--- src/rtl/lsu_store_tracker_pkg.sv ---
// Shared LSU/dispatch types: reservation-station entry, FU codes, sync FSM state.
// Latency: n/a (types and helpers only).
// Backpressure: n/a.

`ifndef ROB_SIZE
`define ROB_SIZE 16
`endif

package lsu_store_tracker_pkg;

   // Functional-unit class carried by a decoded instruction
   typedef enum logic [1:0] {
      FU_ALU    = 2'd0,
      FU_LOAD   = 2'd1,
      FU_STORE  = 2'd2,
      FU_BRANCH = 2'd3
   } fu_t;

   typedef struct packed {
      fu_t fu;
   } decoded_t;

   typedef struct packed {
      logic     busy;
      decoded_t decoded;
   } reserve_station_t;

   // Drain FSM state; also decoded by the ROB and the debug monitor
   typedef enum logic [1:0] {
      LSU_SYNC_IDLE  = 2'd0,
      LSU_SYNC_DRAIN = 2'd1,
      LSU_SYNC_DONE  = 2'd2
   } lsu_sync_state_t;

   // A slot is a dispatched store only when it is occupied and targets the store unit
   function automatic logic rs_is_store(input reserve_station_t e);
      return e.busy && (e.decoded.fu == FU_STORE);
   endfunction

endpackage

--- src/rtl/lsu_store_tracker_popcount.sv ---
// Population count of a strobe vector.
// Latency: combinational.
// Backpressure: none.

module lsu_store_tracker_popcount #(
   parameter int  WIDTH = 2,
   localparam int CNT_W = $clog2(WIDTH + 1)
) (
   input  logic [WIDTH-1:0] i_bits,
   output logic [CNT_W-1:0] o_count
);

   // Sum the set bits; WIDTH is small so a linear adder chain is fine
   always_comb begin
      o_count = '0;
      for (int i = 0; i < WIDTH; i++) begin
         o_count = o_count + CNT_W'(i_bits[i]);
      end
   end

endmodule

--- src/rtl/lsu_store_tracker.sv ---
// In-flight store tracker: drives the load-issue lock, dispatch almost-full and SYNC drain ack.
// Latency: count/state registered, visible one cycle after dispatch/commit; locked also
// combinational from lsu_store_empty. Backpressure: almost_full tells dispatch to stall stores.

module lsu_store_tracker
   import lsu_store_tracker_pkg::*;
#(
   parameter int  DISPATCH_WIDTH = 2,
   parameter int  COMMIT_WIDTH   = 2,
   parameter int  DEPTH          = `ROB_SIZE,
   parameter int  HEADROOM       = DISPATCH_WIDTH,
   localparam int CNT_W          = $clog2(DEPTH) + 1
) (
   input  logic                                   clk,
   input  logic                                   rst,
   input  logic                                   flush,
   input  logic                                   lsu_store_empty,
   input  reserve_station_t [DISPATCH_WIDTH-1:0]  rs,
   input  logic [COMMIT_WIDTH-1:0]                commit_store,
   input  logic                                   sync_req,
   output logic                                   locked,
   output logic                                   almost_full,
   output logic [CNT_W-1:0]                       store_count,
   output logic                                   sync_ack,
   output logic                                   err
);

   // Sum carries two extra bits: one for headroom above DEPTH, one for sign
   localparam int SUM_W     = $clog2(DEPTH) + 3;
   localparam int INC_W     = $clog2(DISPATCH_WIDTH + 1);
   localparam int DEC_W     = $clog2(COMMIT_WIDTH + 1);
   localparam int AF_THRESH = (DEPTH > HEADROOM) ? (DEPTH - HEADROOM) : 0;

   localparam logic signed [SUM_W-1:0] DEPTH_S = SUM_W'(DEPTH);
   localparam logic [CNT_W-1:0]        DEPTH_C = CNT_W'(DEPTH);
   localparam logic [CNT_W-1:0]        AF_C    = CNT_W'(AF_THRESH);

   logic [CNT_W-1:0]           r_count;
   logic                       r_err;
   lsu_sync_state_t            r_state;

   logic [DISPATCH_WIDTH-1:0]  w_disp_vec;
   logic [INC_W-1:0]           w_inc;
   logic [DEC_W-1:0]           w_dec;
   logic signed [SUM_W-1:0]    w_sum;
   logic [CNT_W-1:0]           w_count_nxt;
   logic                       w_err_set;
   lsu_sync_state_t            w_state_nxt;

   // Flag which reservation-station slots hold a newly dispatched store
   always_comb begin
      w_disp_vec = '0;
      for (int i = 0; i < DISPATCH_WIDTH; i++) begin
         w_disp_vec[i] = rs_is_store(rs[i]);
      end
   end

   lsu_store_tracker_popcount #(
      .WIDTH   (DISPATCH_WIDTH)
   ) u_pop_disp (
      .i_bits  (w_disp_vec),
      .o_count (w_inc)
   );

   lsu_store_tracker_popcount #(
      .WIDTH   (COMMIT_WIDTH)
   ) u_pop_commit (
      .i_bits  (commit_store),
      .o_count (w_dec)
   );

   assign w_sum = $signed(SUM_W'(r_count)) + $signed(SUM_W'(w_inc))
                - $signed(SUM_W'(w_dec));

   // Next count: flush dominates, otherwise saturate at [0, DEPTH] and flag the violation
   always_comb begin
      w_count_nxt = r_count;
      w_err_set   = 1'b0;
      if (flush) begin
         w_count_nxt = '0;
      end else if (w_sum > DEPTH_S) begin
         w_count_nxt = DEPTH_C;
         w_err_set   = 1'b1;
      end else if (w_sum[SUM_W-1]) begin
         w_count_nxt = '0;
         w_err_set   = 1'b1;
      end else begin
         w_count_nxt = w_sum[CNT_W-1:0];
      end
   end

   // Drain FSM next state; a sync_req outside IDLE is ignored
   always_comb begin
      w_state_nxt = r_state;
      if (flush) begin
         w_state_nxt = LSU_SYNC_IDLE;
      end else begin
         case (r_state)
            LSU_SYNC_IDLE: begin
               if (sync_req) w_state_nxt = LSU_SYNC_DRAIN;
            end
            LSU_SYNC_DRAIN: begin
               if ((r_count == '0) && lsu_store_empty) w_state_nxt = LSU_SYNC_DONE;
            end
            LSU_SYNC_DONE: begin
               w_state_nxt = LSU_SYNC_IDLE;
            end
            default: begin
               w_state_nxt = LSU_SYNC_IDLE;
            end
         endcase
      end
   end

   // Count, sticky error and FSM state registers
   always_ff @(posedge clk or posedge rst) begin
      if (rst) begin
         r_count <= '0;
         r_err   <= 1'b0;
         r_state <= LSU_SYNC_IDLE;
      end else begin
         r_count <= w_count_nxt;
         r_err   <= r_err | w_err_set;
         r_state <= w_state_nxt;
      end
   end

   // Loads wait while stores are tracked, the buffer holds data, or a drain is in progress
   assign locked      = (r_count != '0) | ~lsu_store_empty | (r_state != LSU_SYNC_IDLE);
   assign almost_full = (r_count >= AF_C);
   assign store_count = r_count;
   assign sync_ack    = (r_state == LSU_SYNC_DONE);
   assign err         = r_err;

endmodule

--- config.mk ---
export PLATFORM = sky130hd
export DESIGN_NAME = lsu_store_tracker
export DESIGN_NICKNAME = d
export VERILOG_FILES = /design/src/rtl/lsu_store_tracker_pkg.sv /design/src/rtl/lsu_store_tracker_popcount.sv /design/src/rtl/lsu_store_tracker.sv
export SDC_FILE = /design/constraint.sdc
export NUM_CORES = 1
export LEC_CHECK = 0
export BUFFER_PORTS_ARGS = -buffer_cell sky130_fd_sc_hd__buf_2
export CAP_MARGIN = 30
export CELL_PAD_IN_SITES_DETAIL_PLACEMENT = 1
export CELL_PAD_IN_SITES_GLOBAL_PLACEMENT = 2
export CORE_MARGIN = 1
export CORE_UTILIZATION = 28
export DETAILED_ROUTE_END_ITERATION = 10
export MAX_ROUTING_LAYER = met4
export PLACE_DENSITY = 0.73
export REMOVE_ABC_BUFFERS = 1
export SYNTH_ARGS = -nofsm -noshare
export SYNTH_HDL_FRONTEND = slang
export SYNTH_SLANG_ARGS = --single-unit
--- constraint.sdc ---
create_clock -name clk -period 2.65 [get_ports clk]
set_input_delay 0.6625 -clock clk [delete_from_list [all_inputs] [get_ports clk]]
set_output_delay 0.6625 -clock clk [all_outputs]
set_load 0.03 [all_outputs]
### Word-level counts from Yosys, hierarchy flattened

Index checks and enable logic that the tools add are counted.

* flip-flop bits (word level): 8
* bits of input ports: 13

* add/subtract/negate cells: 4
* magnitude comparators: 2
* equality and inequality tests: 6
* muxes and demuxes: 10
* bitwise logic cells: 4
* reduce and logical (&&, ||, !) cells: 8

Operators by type and width (count)
* $mux W5: 3
* $gt A7 B6 Y1 const B: 1
* $sub A6 B2 Y7: 1
* $add A5 B2 Y6: 1
* $eq A2 B2 Y1 const B: 3
* $mux W2: 3
* $ne A3 B3 Y1 const B: 2
* $ge A5 B4 Y1 const B: 1
* $logic_not A5 Y1: 1
* $reduce_bool A5 Y1: 1
* $add A1 B1 Y2: 2
* $pmux W2 S2: 1
* $logic_and A1 B1 Y1: 3
* $mux W1: 3
* $or A1 B1 Y1: 3
* $eq A2 B1 Y1 const B: 1
* $logic_not A2 Y1: 1
* $reduce_and A2 Y1: 1
* $reduce_bool A2 Y1: 1
* $not A1 Y1: 1

### Longest topological paths before layout

* word-level depth: 9
* depth in mapped cells: 12

### Cells and area by module

From an unflattened synthesis, not the netlist that was laid out.

* cell total of the unflattened synthesis: 79
* area total of the unflattened synthesis: 714.4 um2

By module, submodules not included
* lsu_store_tracker: instances 1, cells each 77, area an instance 689.4 um2, sequential area each 200.2 um2
* lsu_store_tracker_popcount: instances 2, cells each 1, area an instance 12.5 um2, sequential area each 0.0 um2

### Least setup slack after synthesis

OpenSTA, ideal clock, no wires.

* kind: in2reg
* from: in commit_store[0]
* to: reg r_err, in the netlist err
* library setup time: 126 ps
* arrival: 2837 ps
* slack: -313 ps
* stages on the path: 10
* path buffers: 0
* cell sequence: inv_1 fa_1 inv_1 fa_1 inv_1 ha_1 fa_1 nor2_1 a32oi_2 o32a_1

* word-level cells in the longest chain between the ends: 6

Ends and longest elaborated chain
* start: declaration: RTL line lsu_store_tracker.sv:19 `input logic [COMMIT_WIDTH-1:0] commit_store,`
* $add A1 B1 Y2 *: RTL line lsu_store_tracker_popcount.sv:17 `o_count = o_count + CNT_W'(i_bits[i]);`
* $sub A6 B2 Y7 *: RTL line lsu_store_tracker.sv:73 `- $signed(SUM_W'(w_dec));`
* $gt A7 B6 Y1 or $mux W1 (tied branches): RTL line lsu_store_tracker.sv:81, lsu_store_tracker.sv:84
* $mux W1 *: RTL line lsu_store_tracker.sv:81 `end else if (w_sum > DEPTH_S) begin`
* $mux W1 *: RTL line lsu_store_tracker.sv:79 `if (flush) begin`
* $or A1 B1 Y1 *: RTL line lsu_store_tracker.sv:123 `r_err <= r_err | w_err_set;`
* end signal: assignment: RTL line lsu_store_tracker.sv:123
* end: declaration: RTL line lsu_store_tracker.sv:39 `logic r_err;`

Mark *: on every way between the ends. The rest lies on a longest branch, timed or not.
A chain may end at the register's enable or synchronous reset.

### Final worst setup path

* from: in rs[2] (netlist bit)
* to: reg r_count[0], in the netlist store_count[0]

* word-level cells in the longest chain between the ends: 7

Ends and longest elaborated chain
* start: declaration: RTL line lsu_store_tracker.sv:18 `input reserve_station_t [DISPATCH_WIDTH-1:0] rs,`
* $logic_and A1 B1 Y1 *: RTL line lsu_store_tracker_pkg.sv:37 `return e.busy && (e.decoded.fu == FU_STORE);`
* $add A1 B1 Y2 *: RTL line lsu_store_tracker_popcount.sv:17
* $add A5 B2 Y6 *: RTL line lsu_store_tracker.sv:72 `assign w_sum = $signed(SUM_W'(r_count)) + $signed(SUM_W'(w_inc))`
* $sub A6 B2 Y7 *: RTL line lsu_store_tracker.sv:73
* $gt A7 B6 Y1 or $mux W5 (tied branches): RTL line lsu_store_tracker.sv:81, lsu_store_tracker.sv:84
* $mux W5 *: RTL line lsu_store_tracker.sv:81
* $mux W5 *: RTL line lsu_store_tracker.sv:79
* net w_count_nxt[0]: RTL line lsu_store_tracker.sv:46 `logic [CNT_W-1:0] w_count_nxt;`
* end signal: assignment: RTL line lsu_store_tracker.sv:122 `r_count <= w_count_nxt;`
* end: declaration: RTL line lsu_store_tracker.sv:38 `logic [CNT_W-1:0] r_count;`

Mark *: on every way through the listed nets, which the timed path passes. The rest lies on a longest branch.

==> impl_metrics.json <==
{
  "grt_busiest_layer": "met2",
  "crit_type": "in -> reg",
  "number_of_violations_of_the_max_capacitance_limit": 0,
  "clk_pin_slew_worst_paths_ns": 0.06,
  "wl_per_cell_um": 15.2,
  "finalMaxSlewViolations": 0,
  "number_of_sinks_on_the_clock_net": 8,
  "rsz0062_at_grt": "yes",
  "hold_class": "in -> async",
  "layout.cells.most_common": "sky130_fd_sc_hd__buf_2",
  "number_of_antenna_violations_at_the_first_check_in_global_routing": 0,
  "nets": 128,
  "post_route_cells_drive_above_1_share_pct": 52.9,
  "num_io_pins": 22,
  "fmax_ghz": 0.360,
  "initial_utilization_pct": 29.9,
  "synth_seq_cells": 8,
  "finalSetupViolCount": 6,
  "grt_pass1_wl_um": 3120,
  "drt_iter0_drc": 4,
  "worst_hold_slack_ns": 0.322,
  "worstRegToRegCells": 7,
  "clk_latency_ns": 0.27,
  "die_x_um": 50.8,
  "die-area_mm2": 0.00258,
  "tritoncts": "built",
  "largest_net_degree_at_the_start_of_global_routing": 9,
  "clockBufferDepth": 2,
  "post-route-min-period_ns": 2.78,
  "seq_area_frac_synth_pct": 30.0,
  "fin_tns_setup_ns": -0.535,
  "maximum_cell_stage_delay_along_the_critical_path_ns": 0.48,
  "critPathLaunchType": "primary input",
  "use_met1_pct": 21.5,
  "most-common-layout-cells": "sky130_fd_sc_hd__buf_2 (18), sky130_fd_sc_hd__inv_1 (14), sky130_fd_sc_hd__dfrtp_1 (8), sky130_fd_sc_hd__ha_1 (7), sky130_fd_sc_hd__buf_4 (5)",
  "cell_family_contributing_the_most_delay_on_the_critical_path": "adder cells",
  "use_met3_pct": 4.85,
  "ant_nets": 0,
  "total_of_buffers_placed_on_input_and_output_ports": 21,
  "violations": "negative setup slack",
  "grt_util_all_layers_pct": 17.8,
  "wirelength_um": 1980,
  "last_weighted_congestion_value_of_the_routability_driven_placer": 0.747,
  "drc": 0,
  "measured_slew_at_the_worst_slew_check_pin_ns": 0.593,
  "setup_slack_ns": -0.128,
  "pwr_density_cell_mw_per_mm2": 1050,
  "synth.cell_area_um2": 667,
  "worst-endpoint-required_ns": 2.83,
  "cp_max_fo": 5,
  "endpoint_kind": "flip-flop",
  "grt_use_met2_pct": 27.6,
  "most_frequent_cell_on_the_critical_path": "sky130_fd_sc_hd__fa_2",
  "path_cells": "buf_6, nand2_4, nor2_2, fa_1, inv_1, fa_2, inv_2, ha_4, fa_2, nand2b_4, a21oi_4, xnor2_4, buf_4, nor4_2",
  "timing_hold_violations_final": 0,
  "outcome": "complete, but fails checks",
  "static-leakage-power_nw": 0.510,
  "die-height_um": 50.8,
  "timing.final.crit_share_pct": 105,
  "design.core.area_mm2": 0.00223,
  "vias": 618,
  "worstReg2RegEnd": "store_count[0]$_DFF_PP0_",
  "detailedRoute.firstPassIterationCount": 3,
  "final_cells": 130,
  "core.rowCount": 17,
  "synth_cells": 71,
  "worst_ep_arrival_time_ns": 2.96,
  "worst-path-buf-inv": 4,
  "number_of_cts_inserted_buffers": 3,
  "post_synth.cell_area_avg_um2": 9.39,
  "flow.area_growth_from_synthesis_pct": 59.3,
  "grt_overflow_total": 0,
  "power.ir.vdd_worst_uv": 526,
  "synthDistinctLibCells": 28,
  "via_count_of_the_first_global_routing_pass": 678,
  "clock_tree.root_cell": "sky130_fd_sc_hd__clkbuf_4",
  "n_antenna_cell": 0,
  "r2r_slack_ns": 0.44,
  "post-place-cells": 124,
  "clock-skew-final_ns": 0.00306,
  "dp.final_hpwl_um": 1430,
  "worst_path_max_delay_cell": "sky130_fd_sc_hd__fa_1",
  "total_number_of_h_tree_levels": 1,
  "yosys_warning_count": 0,
  "r2r-start": "store_count[2]$_DFF_PP0_",
  "viasPerCell": 4.75,
  "slew_headroom_pct": 60.1,
  "cts_hold_buf": 0
}
## flip-flops by register name, indices dropped and copies added, names as in the netlist
| name | flops |
|---|---|
| err | 1 |
| r_state | 2 |
| store_count | 5 |
## per-layer routing
metal	part of all wire (%)	routed length (um)	vias to the layer above
met5	0	0	-
met4	1.8	36	0
met3	5.1	102	5
met2	49	974	20
met1	44	868	292
li1	-	-	301
## kinds of logic after synthesis
logic type | after synthesis | share of synthesized area [%]
and+or+nand+nor | 24 | 21.4
buffers and inverters | 16 | 9.01
adders and majority gates | 11 | 24.0
AOI/OAI and AO/OA | 10 | 12.9
DFF | 8 | 30.0
xor gates and xnor gates | 2 | 2.63
## stage by stage
stage / cell area (um2) / power [mW] / worst slack, ns / util [%]
after floorplan: 667 / 0.500 / -0.313 / -
after global placement: 837 / 0.679 / -0.543 / 37.5
after detailed placement: 837 / 0.697 / -0.595 / 37.5
after CTS: 973 / 0.948 / -0.141 / 43.6
after global routing: 1060 / 1.19 / -0.192 / 47.6
final: 1060 / 1.12 / -0.128 / 47.6
## layout make-up
type                    count  area, um2
clock buffers               3       22.5
repair buffers             28        193
well taps                  28       35.0
flip-flops and latches      8        200
inverters                  16       60.1
fillers                   255       1170
multi-input cells          47        552
## Yosys cell counts (all sizes together)
library cell   n  area (um2)
o31ai          1        7.51
a32oi          1        16.3
xnor2          1        8.76
o32a           1        10.0
nor4           4        25.0
a22oi          1        7.51
xor2           1        8.76
a2111oi        1        8.76
dfrtp          8         200
inv           16        60.1
or4            1        11.3
fa             3        60.1
ha             8         100
or3            1        6.26
and2b          1        10.0
nand3b         1        7.51
and3           1        6.26
o21bai         1        7.51
nor2           6        22.5
a21oi          1        5.00
nand2          4        15.0
o21ba          1        10.0
nor2b          2        12.5
and3b          1        8.76
nor4b          1        8.76
o21ai          2        13.8
nand2b         1        8.76
## power by group
part | total, mW | switching (mW) | internal, mW
Sequential | 0.173 | 0.0297 | 0.143
Clock | 0.104 | 0.0511 | 0.0525
Combinational | 0.842 | 0.449 | 0.393
Total | 1.12 | 0.530 | 0.589
## timing repair
action	in CTS	in global routing
resized for setup	20	11
setup endpoints to repair	6	6
setup buffers	2	1
endpoints found under the hold margin	0	0
pin swaps	8	9
## worst max-delay path by stage
stage / to / slack (ns) / cells after the start / startpoint
6_report: store_count[0]$_DFF_PP0_ / -0.13 / 14 / rs[2]
5_1_grt: store_count[0]$_DFF_PP0_ / -0.19 / 14 / rs[2]
4_1_cts: err$_DFF_PP0_ / -0.14 / 12 / rs[2]
3_5_place_dp: err$_DFF_PP0_ / -0.59 / 12 / rs[2]
3_3_place_gp: err$_DFF_PP0_ / -0.54 / 12 / rs[2]
2_1_floorplan: err$_DFF_PP0_ / -0.31 / 10 / commit_store[0]
No activity file was read; power rests on OpenSTA's default activity.
